===== src/rtl/hazard_stall_unit.sv =====
// Load-use / beq hazard controller beside the ID stage.
// Optional perf counters: define HAZARD_PERF_CNT_EN.
module hazard_stall_unit #(
  parameter int BR_TIMEOUT = 8
) (
  input  logic        clk,
  input  logic        rst_n,
  input  logic [5:0]  id_opcode,
  input  logic [4:0]  id_rs,
  input  logic [4:0]  id_rt,
  input  logic        ex_mem_read,
  input  logic [4:0]  ex_rt,
  input  logic        branch_valid,
  input  logic        branch_taken,
  output logic        pc_write,
  output logic        ifid_write,
  output logic        ctrl_zero,
  output logic        ifid_flush,
  output logic        hazard_err,
  output logic [31:0] stall_cnt,
  output logic [31:0] flush_cnt
);

  localparam int CW = $clog2(BR_TIMEOUT + 1);
  localparam logic [CW-1:0] LAST = CW'(BR_TIMEOUT - 1);

  typedef enum logic {RUN, BR_WAIT} state_t;

  state_t        state, state_nxt;
  logic [CW-1:0] wait_cnt, wait_nxt;
  logic          err_set;

  logic uses_rt, load_use, is_beq;
  logic bw, run_path;
  logic c_rst, c_take, c_wait, c_lu, c_beq;

  assign is_beq  = id_opcode == 6'd4;
  assign uses_rt = (id_opcode == 6'd0) | is_beq
                 | (id_opcode == 6'd43);
  assign load_use = ex_mem_read & (ex_rt != 5'd0)
                  & ((ex_rt == id_rs)
                  | (uses_rt & (ex_rt == id_rt)));

  // A not-taken resolution behaves exactly like RUN.
  assign bw       = state == BR_WAIT;
  assign run_path = !bw | (branch_valid & !branch_taken);

  assign c_rst  = !rst_n;
  assign c_take = rst_n & bw & branch_valid & branch_taken;
  assign c_wait = rst_n & bw & !branch_valid;
  assign c_lu   = rst_n & run_path & load_use;
  assign c_beq  = rst_n & run_path & !load_use & is_beq;

  always_comb begin
    pc_write   = 1'b1;
    ifid_write = 1'b1;
    ctrl_zero  = 1'b0;
    ifid_flush = 1'b0;
    state_nxt  = RUN;
    wait_nxt   = wait_cnt;
    err_set    = 1'b0;
    unique case (1'b1)
      c_rst: begin
        pc_write   = 1'b0;
        ifid_write = 1'b0;
        ctrl_zero  = 1'b1;
      end
      c_take: begin
        ctrl_zero  = 1'b1;
        ifid_flush = 1'b1;
      end
      c_wait: begin
        pc_write   = 1'b0;
        ifid_write = 1'b0;
        ctrl_zero  = 1'b1;
        wait_nxt   = wait_cnt + CW'(1);
        if (wait_cnt == LAST) begin
          err_set = 1'b1;
        end else begin
          state_nxt = BR_WAIT;
        end
      end
      c_lu: begin
        pc_write   = 1'b0;
        ifid_write = 1'b0;
        ctrl_zero  = 1'b1;
      end
      c_beq: begin
        state_nxt = BR_WAIT;
        wait_nxt  = '0;
      end
      default: begin
        state_nxt = RUN;
      end
    endcase
  end

  always_ff @(posedge clk or negedge rst_n) begin
    if (!rst_n) begin
      state      <= RUN;
      wait_cnt   <= '0;
      hazard_err <= 1'b0;
    end else begin
      state    <= state_nxt;
      wait_cnt <= wait_nxt;
      if (err_set) hazard_err <= 1'b1;
    end
  end

`ifdef HAZARD_PERF_CNT_EN
  logic [31:0] stall_q, flush_q;

  always_ff @(posedge clk or negedge rst_n) begin
    if (!rst_n) begin
      stall_q <= '0;
      flush_q <= '0;
    end else begin
      if (!pc_write)  stall_q <= stall_q + 32'd1;
      if (ifid_flush) flush_q <= flush_q + 32'd1;
    end
  end

  assign stall_cnt = stall_q;
  assign flush_cnt = flush_q;
`else
  assign stall_cnt = 32'd0;
  assign flush_cnt = 32'd0;
`endif

endmodule


===== config.mk =====
export PLATFORM = sky130hd
export DESIGN_NAME = hazard_stall_unit
export DESIGN_NICKNAME = d
export VERILOG_FILES = /design/src/rtl/hazard_stall_unit.sv
export SDC_FILE = /design/constraint.sdc
export NUM_CORES = 1
export LEC_CHECK = 0
export ABC_AREA = 1
export CAP_MARGIN = 30
export CORE_MARGIN = 10
export CORE_UTILIZATION = 29
export CTS_BUF_LIST = sky130_fd_sc_hd__clkbuf_4 sky130_fd_sc_hd__clkbuf_8 sky130_fd_sc_hd__clkbuf_16
export DETAILED_ROUTE_END_ITERATION = 10
export GPL_TIMING_DRIVEN = 0
export PLACE_DENSITY_LB_ADDON = 0.1
export SYNTH_ARGS = -nofsm -noshare
export SYNTH_HDL_FRONTEND = slang
export SYNTH_SLANG_ARGS = --single-unit

===== constraint.sdc =====
create_clock -name clk -period 1.3 [get_ports clk]
set_input_delay 0.13 -clock clk [delete_from_list [all_inputs] [get_ports clk]]
set_output_delay 0.13 -clock clk [all_outputs]
set_load 0.05 [all_outputs]

==> results of run 1 <==
## critical path, delay by kind of cell, from the launching register on
kind / cells / cell delay, ns
AO/OA/AOI/OAI: 1 / 0.15
buffers and inverters: 3 / 0.33
flip-flops: 1 / 0.37
AND/OR/NAND/NOR: 3 / 0.26
## cell families (layout without fill, tap and decap cells)
group	Yosys count	in the layout	synth area share
compound gates	9	9	0.0518
flops	6	6	0.144
fa+ha+maj	1	1	0.0120
mux	1	1	0.0108
xor+xnor	11	11	0.0927
other cells	1	64	0.00361
buf+inv	77	121	0.513
simple gates	40	40	0.172
## stage by stage
step	hold WS [ns]	power [W]	TNS [ns]	instance area, um^2
global placement	0.437	0.000944	-5.93	1640
finish	0.416	0.00113	-0.492	1760
CTS	0.403	0.00112	-0.647	1740
global route	0.460	0.00118	-1.02	1760
floorplan	-0.166	0.000834	-0.132	1280
detailed placement	0.435	0.000946	-5.95	1640
## routing by layer
metal,routed length [um],track usage
met2,1480,0.146
met1,949,0.0642
met4,0,0.0264
met3,431,0.0541
met5,0,0
## area by class of cell
| class | instances | area (um^2) |
|---|---|---|
| repair buffers | 41 | 340 |
| fillers | 348 | 1630 |
| multi-input cells | 126 | 649 |
| flip-flops and latches | 6 | 150 |
| well taps | 46 | 57.6 |
| clock buffers | 3 | 22.5 |
| plain buffers | 65 | 492 |
| inverters | 12 | 48.8 |
## worst paths after layout
path	start	endpoint	slack, ns	depth (start not counted)
setup / recovery	bw	pc_write	-0.19	7
hold / removal	rst_n	bw	0.42	5
setup reg to reg	bw	wait_cnt[3]	-0.02	7
hold reg to reg	hazard_err	hazard_err	0.45	1
max in group asynchronous	rst_n	wait_cnt[3]	0.66	2
min in group asynchronous	rst_n	bw	0.43	2
## registers in the layout, indices dropped and copies added, names as in the netlist
register	cells
wait_cnt	4
bw	1
hazard_err	1
## repair_timing
item                                    4_1_cts  5_1_grt
buffers inserted                              8        4
endpoints found under the setup margin        9        8
gates resized for setup                      75       17
hold buffers                                  1        0
pin swaps                                    26       12
hold endpoints to repair                      6        0
## power breakdown
part | switching [W] | total, W | internal [W]
logic | 0.000532 | 0.000762 | 0.000230
registers | 0.00000408 | 0.000196 | 0.000192
clock network | 0.0000668 | 0.000171 | 0.000104
total | 0.000603 | 0.00113 | 0.000526
## cell usage in the layout (no fill, tap or decap), drive strengths merged, types with 2 or more instances in the layout
master	synthesis	routed
nand3	6	6
clkdlybuf4s50	0	2
inv	12	11
xor2	6	6
nor2	13	13
clkdlybuf4s15	0	3
conb	1	64
xnor2	5	5
clkbuf	0	9
nand2	19	19
dlygate4sd2	0	13
dfrtp	6	6
buf	65	81
a21oi	4	4
o21ai	3	3
==> impl_metrics.yaml, run 1 <==
logic_synthesis:
  yosysSeqAreaShare: 0.144
  ys.flop_type: "dfrtp_1"
  synth_most_common_cell: "buf_4"
  synth_top_area_frac: 0.469
  ys_warn_count: 0
  ys_types: 21
  async_flop_share: 1.00
  syn_area_um2: 1040
  ys_ff_latch: 6
  avgSynthCellArea_um2: 7.12
  synth-edff-count: 0
  synthCells: 146
  synth_top_cells_by_count: "65 x buf_4, 17 x nand2_1, 12 x nor2_1, 11 x inv_1"
  synth.largest_area_cell: "buf_4"
  synth.area.top_cells: "buf_4 47%, dfrtp_1 14%, nand2_1 6.1%"
grt:
  grt_max_degree: 8
  grt_overflow: 0
  antenna_found_initial: 0
  grt_pass1_wl_um: 4010
  grt_pass1_vias: 868
  grt_use_total: 0.0787
min_path:
  hold_class: "input port to flop"
placed_design:
  portBuffers: 30
  gp_congestion: 0.717
  dpl.hpwl_um: 2540
  preCtsSetupSlack_ns: -1.14
  dp_cells: 285
floorplanning:
  io-pin-count: 95
  rows: 21
  dieArea_um2: 6380
  initial_utilization: 0.307
  core_area_um2: 3390
  die_h_um: 79.9
  die_w_um: 79.9
cells_and_area:
  drive_gt1_frac: 0.439
  antennaDiodeCount: 0
  final_core_util: 0.519
  final_nets: 282
  layout.cells.non_filler: 299
  areaGrowthSynthToFinish_pct: 69.3
clocking:
  cts.clk_slew.worst_paths_ns: 0.04
  clk_latency_ns: 0.24
  cts.sink_count: 6
  cts_root_buf: "clkbuf_4"
  htree_levels: 1
  clockBufferDepth: 2
  numCtsBuffers: 3
  cts_tree: "done"
worst_setup_path:
  cpPeakStageDelay_ns: 0.37
  start_kind: "flop"
  crit_path_end_kind: "output port"
  critical_path_peak_fanout: 2
  path_cells: "a21boi_4, nor2_4, nand3_2, nand2_2, clkinvlp_4, buf_6, buf_8"
  required_ns: 1.17
  worstPathArrival_ns: 1.36
  cp_slowest_cell: "dfrtp_1"
  crit_type: "flop to output port"
status:
  outcome: "complete, but fails checks"
  failed_checks: "negative setup slack"
job:
  drv_cap: 0
sta:
  post-route-min-period_ns: 1.49
  drv_slew: 0
  clock_skew_ns: 0.000483
  max_clock_freq_mhz: 672
  rsz0062_at_grt: "yes"
  setup_viol: 4
  hold_violations: 0
  post-route-period-util: 1.14
  setup_slack_ns: -0.187
detailed_routing:
  firstDrtPassIters: 2
  vias: 953
  drc: 0
  routed_wl_um: 2860
  ant_nets: 0
  drt-initial-drc-count: 8
  viasPerCell: 3.19
  wl_per_cell_um: 9.58
power_and_ir_drop:
  p_leak_nw: 1.08
  power.density_nw_per_um2: 641
  vdd_drop_max_mv: 0.300
Power figures use the tool's default switching activity.
==> inputs of run 2 (changes only) <==
- CTS_BUF_LIST: sky130_fd_sc_hd__clkbuf_4 sky130_fd_sc_hd__clkbuf_8 sky130_fd_sc_hd__clkbuf_16 -> not set
- PLACE_DENSITY: not set -> 0.77
- PLACE_DENSITY_LB_ADDON: 0.1 -> not set
- SLEW_MARGIN: not set -> 20
==> run 2 against run 1 <==
- worst setup slack lost 0.061 ns
- sequential share of layout area grew 0.10 points
- critical path type unchanged
- non-clock buffer count grew 1
- final area shrank 1.2%
- sequential power is essentially flat
- the run still ends with negative setup slack left
- critical path depth is the same
==> impl_metrics.yaml, run 2 (synthesis results as in run 1) <==
status:
  outcome: "complete, but fails checks"
  failed_checks: "negative setup slack"
worst_setup_path:
  required_ns: 1.17
  crit_path_end_kind: "output port"
  start_kind: "flop"
  crit_type: "flop to output port"
  worstPathArrival_ns: 1.42
  critical_path_peak_fanout: 2
sta:
  post-route-min-period_ns: 1.55
  setup_slack_ns: -0.249
  setup_viol: 4
  drv_slew: 0
  max_clock_freq_mhz: 646
  post-route-period-util: 1.19
  rsz0062_at_grt: "yes"
  clock_skew_ns: 0.00583
  hold_violations: 0
min_path:
  hold_class: "input port to flop"
grt:
  grt_overflow: 0
  grt_use_total: 0.0827
  grt_pass1_wl_um: 4250
  antenna_found_initial: 0
  grt_pass1_vias: 924
  grt_max_degree: 8
detailed_routing:
  firstDrtPassIters: 3
  ant_nets: 0
  vias: 967
  drc: 0
  routed_wl_um: 2930
  wl_per_cell_um: 9.77
  drt-initial-drc-count: 15
  viasPerCell: 3.22
floorplanning:
  io-pin-count: 95
  core_area_um2: 3390
  die_w_um: 79.9
  initial_utilization: 0.307
  dieArea_um2: 6380
  rows: 21
  die_h_um: 79.9
clocking:
  cts_tree: "done"
  htree_levels: 1
  cts_root_buf: "clkbuf_4"
  cts.clk_slew.worst_paths_ns: 0.05
  numCtsBuffers: 3
  clk_latency_ns: 0.24
  clockBufferDepth: 2
  cts.sink_count: 6
power_and_ir_drop:
  p_leak_nw: 1.09
  vdd_drop_max_mv: 0.477
  power.density_nw_per_um2: 646
cells_and_area:
  final_nets: 283
  final_core_util: 0.513
  final_cell_mix: "74 x buf_4, 64 x conb_1, 16 x nand2_1"
  drive_gt1_frac: 0.413
  largest_reg_flops: 4
  antennaDiodeCount: 0
  areaGrowthSynthToFinish_pct: 67.3
  top_register: "wait_cnt"
  final_common_cell: "buf_4"
  fillers: 353
  fin_area_um2: 1740
job:
  drv_cap: 0
placed_design:
  dpl.hpwl_um: 2580
  gp_congestion: 0.771
  placed_area_um2: 1640
  portBuffers: 30
[run 2: cell types whose count changed in the layout (fill, tap and decap cells not counted), sizes merged]
cell / delta
buf: -2
clkbuf: +2
dlygate4sd2: +1
[run 2: worst max-delay path: stages (launching register included)]
cell	delay, ns
dfrtp_1	0.37
a21boi_4	0.14
nor2_2	0.12
nand3_1	0.10
nand2_2	0.09
clkinvlp_4	0.08
buf_6	0.11
buf_8	0.14
[run 2: per-layer routing]
metal / share of wire / global-route usage / up-vias
met2: 0.50 / 0.139 / 52
li1: - / - / 535
met4: 0 / 0.0158 / 0
met1: 0.36 / 0.0819 / 380
met5: 0 / 0 / -
met3: 0.14 / 0.0597 / 0
[run 2: area by class of cell]
| type | instances | area (um^2) | area share |
|---|---|---|---|
| Sequential cell | 6 | 150 | 0.0863 |
| Multi-Input combinational cell | 126 | 624 | 0.359 |
| Clock buffer | 3 | 22.5 | 0.0129 |
| Inverter | 12 | 48.8 | 0.0281 |
| Timing Repair Buffer | 42 | 344 | 0.198 |
| Tap cell | 46 | 57.6 | 0.0331 |
| Buffer | 65 | 492 | 0.283 |
[run 2: repair_timing]
item,CTS,global route
setup endpoints to repair,9,8
buffers inserted,7,5
hold endpoints to repair,6,0
resized for setup,54,24
hold buffers,1,0
pin swaps,17,15
[run 2: per-stage QoR]
step / hold WS, ns / worst slack, ns / total power, W / TNS, ns / cells
floorplan: -0.166 / -0.132 / 0.000834 / -0.132 / 209
global placement: 0.424 / -1.11 / 0.000943 / -5.53 / 285
detailed placement: 0.435 / -1.14 / 0.000946 / -5.90 / 285
CTS: 0.392 / -0.290 / 0.00111 / -1.27 / 296
global route: 0.477 / -0.315 / 0.00119 / -0.962 / 300
finish: 0.426 / -0.249 / 0.00112 / -0.564 / 300
[run 2: worst paths after layout]
kind	startpoint	cells after the start	endpoint	slack, ns
worst max register to register	bw	7	wait_cnt[1]	-0.05
worst min-delay path	rst_n	5	bw	0.43
worst min register to register	hazard_err	1	hazard_err	0.45
max in group asynchronous	rst_n	2	wait_cnt[1]	0.63
min in group asynchronous	rst_n	2	hazard_err	0.44
worst max-delay path	bw	7	pc_write	-0.25
[run 2: power breakdown]
part           switching (W)  internal (W)
Clock              0.0000677      0.000104
Combinational       0.000529      0.000225
Sequential        0.00000465      0.000192
==> inputs of run 3 (changes only) <==
- CORE_MARGIN: 10 -> 3
- CTS_CLUSTER_DIAMETER: not set -> 150
- GPL_TIMING_DRIVEN: 0 -> not set
==> run 3 against run 2 <==
- the run still ends with negative setup slack left
- final area is 20% lower
- flip-flop and latch count stayed put
- combinational power is 17% lower
- sequential share of layout area is 2.1 points higher
- sequential power hardly changed
- clock-buffer cell count stayed put
- worst setup slack better by 0.064 ns
- non-clock buffer count is 56 lower
- clock skew hardly changed
- first-iteration DRC count is 110% higher
- hold slack worse by 0.41 ns
- utilization is 10 points lower
- largest power group unchanged
==> impl_metrics.yaml, run 3 (synthesis results as in run 1) <==
placed_design:
  gp_congestion: 0.717
  dpl.hpwl_um: 1640
  portBuffers: 30
  placed_area_um2: 1280
grt:
  antenna_found_initial: 0
  grt_pass1_vias: 724
  grt_pass1_wl_um: 2880
  grt_overflow: 0
  grtUsageMet3: 0.0493
  grt_max_degree: 6
  grtUsageMet2: 0.153
  grt_use_total: 0.0858
  met1_usage: 0.0839
  top_usage_layer: "met2"
worst_setup_path:
  start_kind: "flop"
  crit_path_end_kind: "output port"
  crit_buf_inv: 2
  startpoint: "bw"
  worstRegToRegCells: 5
  critPathTopFamily: "flip-flops"
  r2r_slack_ns: 0.10
  path_cells: "a21boi_4, nor2_2, nand3_1, nand2_2, clkinvlp_4, buf_8"
  critical_path_peak_fanout: 2
  required_ns: 1.17
  r2r_end: "wait_cnt[1]"
  cp_slowest_cell: "dfrtp_1"
  worstPathArrival_ns: 1.35
  cpPeakStageDelay_ns: 0.38
  crit_type: "flop to output port"
  reg2reg_from: "bw"
floorplanning:
  io-pin-count: 95
  die_w_um: 65.9
  initial_utilization: 0.307
  dieArea_um2: 4340
  die_h_um: 65.9
  core_area_um2: 3390
  rows: 21
power_and_ir_drop:
  pwr-share-comb: 0.632
  p_int_w: 0.000416
  p_leak_nw: 0.783
  switching_power_w: 0.000575
  p_sw_frac: 0.580
  vdd_drop_max_mv: 0.409
  power_w: 0.000991
  seqPwrFrac: 0.198
  power.density_nw_per_um2: 711
  clkPwrFrac: 0.170
status:
  outcome: "complete, but fails checks"
  failed_checks: "negative setup slack"
detailed_routing:
  viasPerCell: 3.44
  drc: 0
  wl_per_cell_um: 8.25
  drt-initial-drc-count: 31
  vias: 839
  firstDrtPassIters: 4
  ant_nets: 0
  routed_wl_um: 2010
clocking:
  cts.sink_count: 6
  numCtsBuffers: 3
  clockBufferDepth: 2
  cts_root_buf: "clkbuf_4"
  cts_tree: "done"
  cts.clk_slew.worst_paths_ns: 0.05
  htree_levels: 1
  clk_latency_ns: 0.24
cells_and_area:
  fin_area_um2: 1390
  largest_reg_flops: 4
  final_common_cell: "conb_1"
  drive_gt1_frac: 0.258
  antennaDiodeCount: 0
  areaGrowthSynthToFinish_pct: 34.1
  final_nets: 227
  final_cell_mix: "64 x conb_1, 18 x buf_4, 16 x nand2_1"
  top_register: "wait_cnt"
sta:
  hold_ws_ns: 0.0145
  clock_skew_ns: 0.00565
  setup_viol: 3
  rsz0062_at_grt: "yes"
  max_clock_freq_mhz: 673
  drv_slew: 0
  hold_violations: 0
  setup_slack_ns: -0.185
  post-route-min-period_ns: 1.48
  post-route-period-util: 1.14
min_path:
  hold_class: "input port to async pin"
job:
  drv_cap: 0
## run 3: routing by layer
layer / share of wire / vias up
met1: 0.33 / 360
met3: 0.17 / 0
met4: 0 / 0
met5: 0 / -
li1: - / 424
met2: 0.50 / 55
## run 3: worst max-delay path by stage
stage / to / slack (ns) / cells after the start
after floorplan: pc_write / -0.13 / 6
after global placement: ifid_write / -0.45 / 11
after detailed placement: pc_write / -0.46 / 11
after CTS: ifid_write / -0.22 / 6
after global routing: pc_write / -0.25 / 10
final: pc_write / -0.18 / 6
## run 3: layout make-up
type	instances	area (um^2)
fill	375	2000
sequential	6	150
inverter	12	48.8
clock buffer	3	22.5
timing repair buffer	51	469
multi-input combinational	126	646
tap	46	57.6
## run 3: power groups by stage
stage | clock network (W) | logic, W | registers [W]
floorplan | 0 | 0.000636 | 0.000198
global placement | 0 | 0.000614 | 0.000198
detailed placement | 0 | 0.000617 | 0.000199
CTS | 0.000176 | 0.000615 | 0.000196
global route | 0.000194 | 0.000658 | 0.000197
finish | 0.000169 | 0.000626 | 0.000196
## run 3: timing repair
item / CTS / global route
gates resized for setup: 52 / 7
endpoints found under the setup margin: 9 / 9
hold buffers: 2 / 0
buffers inserted: 5 / 0
hold endpoints to repair: 1 / 0
pin swaps: 21 / 9
## run 3: per-stage QoR
step,worst slack [ns],cells,setup TNS (ns),utilization
CTS,-0.221,244,-0.565,0.403
global route,-0.252,244,-0.721,0.411
detailed placement,-0.465,234,-2.88,0.378
finish,-0.185,244,-0.460,0.411
global placement,-0.450,234,-2.81,0.378
floorplan,-0.132,209,-0.132,-
==> RTL edit 1, RTL diff (flow settings as in run 2) <==
`BR_TIMEOUT`: 8 -> 16.
--- a/src/rtl/hazard_stall_unit.sv
+++ b/src/rtl/hazard_stall_unit.sv
@@ -1,7 +1,7 @@
 // Load-use / beq hazard controller beside the ID stage.
 // Optional perf counters: define HAZARD_PERF_CNT_EN.
 module hazard_stall_unit #(
-  parameter int BR_TIMEOUT = 8
+  parameter int BR_TIMEOUT = 16
 ) (
   input  logic        clk,
   input  logic        rst_n,
Formal check against the unedited RTL: not equivalent (Yosys sat finds a counterexample within 10 cycles, from zero or initial values and one cycle with rst_n low).
==> RTL edit 1 against run 2 <==
The run still ends with negative setup slack left. Critical path depth is 1 higher. Worst setup slack improved by 0.16 ns. Sequential cell count grew 1. Via count increased by 12%. Routed wire length is 11% higher. Die area up 6.3%. Power grew 20%. Count of clock-buffer cells in the layout up 1. Hold slack worse by 0.017 ns. Area after synthesis increased by 8.4%. Cell area grew 12%. Global-route usage up 0.40 points. Final cell count grew 7.0%.
==> RTL edit 1: results (changes against run 2) <==
Min path
  • Hold path cells: 4 (-1)
  • Hold EP: wait_cnt[0]$_DFFE_PN0P_
  • Hold path start: id_opcode[2]

Outcome
  • Failing checks: negative setup slack
  • Outcome: finished, violations left

Pwr
  • Worst-case vdd ir drop: 0.258 mV (-46%)
  • Static leakage: 1.19 nW (+9.4%)

Worst setup path
  • Beginning of the critical path: bw$_DFF_PN0_
  • Worst R2R End: wait_cnt[4]$_DFFE_PN0P_
  • R2r worst-path depth: 6 (-1)
  • Arrival @ worst endpoint: 1.26 ns (-0.16 ns)
  • R2R Setup Slk: -0.01 ns (+0.04 ns)
  • Worst R2R Start: wait_cnt[1]$_DFFE_PN0P_

Cells and area
  • Fillers: 395 (+12%)
  • Fraction of layout cells with a size suffix above 1: 49.8% (+8.5 points)
  • Max reg flops: 5 (+1)
  • Reg with most FFs: wait_cnt
  • Final Non-Filler Cells: 321 (+7.0%)

STA
  • Setup Skew: 0.000919 ns (-0.00491 ns)
  • Setup TNS: -0.0936 ns (+0.471 ns)
  • # setup viols final: 3 (-1)
  • Hold Slack: 0.409 ns (-0.0174 ns)
  • Final worst slack: -0.0852 ns (+0.163 ns)

Global route
  • Gr usage total: 8.67% (+0.40 points)
  • Vias in the first global route: 1050 (+14%)
  • First-pass GRT wire length: 4.53 mm (+6.5%)

Logic synthesis
  • Top area cells in the synthesized netlist: buf_4 (43%), dfrtp_1 (16%), nand2_1 (9.0%), inv_1 (6.0%), xor2_1 (4.7%)
  • Avg Inst Size Synth: 6.92 um^2 (-2.9%)
  • Yosys warns: 0 (unchanged)
  • Sequential area share after synthesis: 15.5% (+1.1 points)
  • Synth unique cells: 22 (+4.8%)
  • Count leader, synth: buf_4

Route
  • Initial DRC Count: 34 (+19)
  • TritonRoute pass-1 iters: 4 (+1)
  • Vias per inst: 3.37 (+4.5%)
  • Drt total wl: 3.27 mm (+11%)

CTS
  • H-tree levels: 1 (unchanged)
  • Root buf cell: clkbuf_8

Placement
  • RePlAce Congestion: 0.760 (-1.4%)
  • Place WS: -1.10 ns (+0.0478 ns)
  • Placed instance area: 0.00173 mm^2 (+5.3%)
  • Inst Count DP: 304 (+6.7%)
[RTL edit 1: cell families (layout without fill, tap and decap cells)]
| family | Yosys count | count (layout) | share of synthesized area [%] |
|---|---|---|---|
| adders and majority gates | 2 | 2 | 2.22 |
| buffers and inverters | 84 | 131 | 49.6 |
| xor gates and xnor gates | 9 | 9 | 6.99 |
| AOI/OAI and AO/OA | 10 | 10 | 4.99 |
| other | 1 | 64 | 0.333 |
| DFF | 7 | 7 | 15.5 |
| and+or+nand+nor | 50 | 50 | 20.3 |
[RTL edit 1: critical path, stage by stage, from the launching register on]
cell	delay (ns)
dfrtp_1	0.36
o21ai_1	0.09
nand2_2	0.08
inv_2	0.07
nand3_2	0.07
nand2_2	0.06
inv_2	0.04
buf_6	0.11
buf_8	0.14
[RTL edit 1: power breakdown]
group	internal [W]	switching (W)
clock network	0.000213	0.000102
logic	0.000254	0.000552
registers	0.000223	0.00000232
[RTL edit 1: area by class of cell]
type	instances	area [um^2]	share of cell area, %
Buffer	65	492	25.3
Clock buffer	4	45.0	2.32
Inverter	19	71.3	3.68
Multi-Input combinational cell	135	731	37.7
Sequential cell	7	175	9.03
Tap cell	48	60.1	3.09
Timing Repair Buffer	43	367	18.9
[RTL edit 1: timing repair]
item                       in CTS  in global routing
pin swaps                      21                 28
hold buffers                    1                  0
setup endpoints to repair      11                  8
hold endpoints to repair        7                  0
gates resized for setup       100                 52
setup buffers                   8                  4
[RTL edit 1: routing by layer]
layer	vias up	routed length, um	global-route usage, %
met1	441	1000	6.94
met4	0	32	4.08
li1	583	-	-
met2	54	1770	17.0
met5	-	0	0
met3	3	459	4.32
==> RTL edit 2, RTL diff (settings of run 2) <==
Made on the original files. Register the output `hazard_err` once more, cleared by the reset; this adds one clock of latency there. The other outputs are not delayed to match.
--- a/src/rtl/hazard_stall_unit.sv
+++ b/src/rtl/hazard_stall_unit.sv
@@ -25,6 +25,8 @@
   localparam logic [CW-1:0] LAST = CW'(BR_TIMEOUT - 1);
 
   typedef enum logic {RUN, BR_WAIT} state_t;
+
+  logic hazard_err_s0;
 
   state_t        state, state_nxt;
   logic [CW-1:0] wait_cnt, wait_nxt;
@@ -99,11 +101,11 @@
     if (!rst_n) begin
       state      <= RUN;
       wait_cnt   <= '0;
-      hazard_err <= 1'b0;
+      hazard_err_s0 <= 1'b0;
     end else begin
       state    <= state_nxt;
       wait_cnt <= wait_nxt;
-      if (err_set) hazard_err <= 1'b1;
+      if (err_set) hazard_err_s0 <= 1'b1;
     end
   end
 
@@ -127,5 +129,13 @@
   assign flush_cnt = 32'd0;
 `endif
 
+  always_ff @(posedge clk or negedge rst_n) begin
+    if (!rst_n) begin
+      hazard_err <= '0;
+    end else begin
+      hazard_err <= hazard_err_s0;
+    end
+  end
+
 endmodule
 
Formal check against the unedited RTL: not equivalent (Yosys sat finds a counterexample within 10 cycles, from zero or initial values and one cycle with rst_n low).
==> RTL edit 2 against run 2 <==
The flow still finishes with violations (negative setup slack). Area after synthesis is 5.7% higher. Cell area increased by 4.4%. Worst setup slack gained 0.12 ns. Sequential power up 16%. Power grew 16%. Synthesized cell count grew 8.2%. Die area up 4.2%. Global-route usage hardly changed. Sequential cell count is 1 higher. Final cell count grew 4.0%. Via count rose by 6.4%. Hold slack got worse by 0.038 ns. Routed wire length grew 3.2%. Highest routed layer is now met4.
==> RTL edit 2: results (changes against run 2) <==
Logic synthesis
  • Async S/R FF share, synth: 100% (unchanged)
  • Most frequent cells after synthesis: buf_4 (65), nand2_1 (27), inv_1 (14)
  • Avg Inst Size Synth: 6.95 um^2 (-2.4%)
  • Synth area leader: buf_4
  • Sequential area share after synthesis: 15.9% (+1.5 points)
  • Synth unique cells: 22 (+4.8%)
  • Synth Flop Type: dfrtp_1
  • Top area cells in the synthesized netlist: buf_4 (44%), dfrtp_1 (16%), nand2_1 (9.2%), inv_1 (4.8%), nor2_1 (3.4%)
  • Yosys warns: 0 (unchanged)

CTS
  • CTS max path bufs: 2 (unchanged)
  • TritonCTS buffer count: 3 (unchanged)
  • H-tree levels: 1 (unchanged)
  • Root buf cell: clkbuf_8
  • Clock transition at the registers of the reported paths: 0.04 ns
  • Clock Latency Late Sink: 0.23 ns

Pwr
  • P per Cell Area: 716 mW/mm^2 (+11%)
  • Worst-case vdd ir drop: 0.314 mV (-34%)
  • Static leakage: 1.15 nW (+6.2%)
  • Power Internal: 0.000665 W (+28%)

STA
  • Setup TNS: -0.222 ns (+0.342 ns)
  • # setup viols final: 3 (-1)
  • Setup Skew: 0.00120 ns (-0.00463 ns)
  • Max-slew violations: 0 (unchanged)
  • Final worst slack: -0.125 ns (+0.123 ns)
  • Hold Slack: 0.388 ns (-0.0384 ns)

Cells and area
  • ANT cells: 0 (unchanged)
  • Fin nets: 292 (+3.2%)
  • Reg with most FFs: wait_cnt
  • Max reg flops: 4 (unchanged)
  • Fillers: 373 (+5.7%)
  • Fraction of layout cells with a size suffix above 1: 43.9% (+2.6 points)

Worst setup path
  • Arrival @ worst endpoint: 1.30 ns (-0.12 ns)
  • Beginning of the critical path: bw$_DFF_PN0_
  • Crit Path Max Fanout: 2 (unchanged)
  • R2R Setup Slk: -0.07 ns (-0.02 ns)
  • Worst R2R Start: bw$_DFF_PN0_

Route
  • Vias per inst: 3.30 (+2.3%)
  • TritonRoute pass-1 iters: 4 (+1)
  • Drt total wl: 3.02 mm (+3.2%)
  • Initial DRC Count: 23 (+8)

Placement
  • I/O Buffers: 30 (unchanged)
  • RePlAce Congestion: 0.798 (+3.6%)
  • Detailed Place HPWL: 2.66 mm (+3.1%)
  • Placed instance area: 0.00170 mm^2 (+3.3%)

Outcome
  • Failing checks: negative setup slack
  • Outcome: finished, violations left

Global route
  • Total gr overflow: 0 (unchanged)
  • Vias in the first global route: 1046 (+13%)
  • Gr usage total: 8.31% (+0.031 points)
  • Largest net degree at the start of global routing: 8 (unchanged)
  • Initial antenna violation count: 0 (unchanged)
  • First-pass GRT wire length: 4.46 mm (+4.9%)

Min path
  • Hold path start: hazard_err_s0$_DFFE_PN0P_
  • Hold WC Path Type: flip-flop to flip-flop
RTL edit 2: cell count changes after synthesis, sizes merged, moves of 2 or more:
cell,run 2,this run
nand4,1,3
nand2,19,29
nor2,13,11
inv,12,18
xnor2,5,3
xor2,6,4
nand3,6,4
RTL edit 2: cell type report:
type / instances / area share (%)
Multi-Input combinational cell: 131 / 35.6
Buffer: 65 / 27.1
Timing Repair Buffer: 39 / 18.1
Sequential cell: 7 / 9.65
Inverter: 18 / 3.72
Tap cell: 48 / 3.31
Clock buffer: 4 / 2.48
RTL edit 2: critical path, cell delays in order (launching register included):
cell and delay (ns):
dfrtp_1 0.38, o21ai_1 0.09, nand2_1 0.09, inv_2 0.07
nand3_2 0.07, nand2_2 0.06, inv_2 0.05, buf_6 0.11
buf_8 0.14
RTL edit 2: worst paths after layout:
| check | endpoint | depth (start not counted) |
|---|---|---|
| min in group asynchronous | hazard_err_s0$_DFFE_PN0P_ | 2 |
| hold / removal | hazard_err$_DFF_PN0_ | 0 |
| setup / recovery | pc_write | 8 |
| setup reg to reg | wait_cnt[1]$_DFFE_PN0P_ | 7 |
| hold reg to reg | hazard_err$_DFF_PN0_ | 0 |
| max in group asynchronous | bw$_DFF_PN0_ | 2 |
RTL edit 2: power by group through the flow:
stage	sequential (W)	combinational [W]	clock, W
detailed placement	0.000230	0.000749	0
global route	0.000228	0.000814	0.000325
CTS	0.000227	0.000745	0.000311
floorplan	0.000229	0.000636	0
finish	0.000228	0.000767	0.000305
global placement	0.000230	0.000746	0
RTL edit 2: routing by layer:
| layer | part of all wire, % | GRT usage (%) |
|---|---|---|
| met2 | 51 | 15.6 |
| met1 | 31 | 6.56 |
| met4 | 0.50 | 2.08 |
| met3 | 17 | 6.33 |
| met5 | 0 | 0 |
RTL edit 2: what timing repair did:
action | in CTS | in global routing
gates resized for setup | 88 | 12
setup buffers | 3 | 6
pin swaps | 21 | 13
endpoints found under the hold margin | 7 | 0
setup endpoints to repair | 10 | 6
hold buffers | 1 | 0
RTL edit 2: kinds of logic (layout without fill, tap and decap cells):
group / after synthesis / count (layout) / share of synthesized area [%]
AOI/OAI and AO/OA: 9 / 9 / 4.33
xor gates and xnor gates: 7 / 7 / 5.58
adders and majority gates: 1 / 1 / 1.14
buffers and inverters: 83 / 126 / 50.6
DFF: 7 / 7 / 15.9
and+or+nand+nor: 49 / 49 / 21.1
other: 1 / 64 / 0.341
muxes: 1 / 1 / 1.02
RTL edit 2: through the flow:
stage	setup WS, ns	std cells	total power [W]
5_1_grt	-0.236	312	0.00137
2_1_floorplan	-0.0888	221	0.000866
3_3_place_gp	-1.04	299	0.000976
6_report	-0.125	312	0.00130
4_1_cts	-0.103	306	0.00128
3_5_place_dp	-1.08	299	0.000979
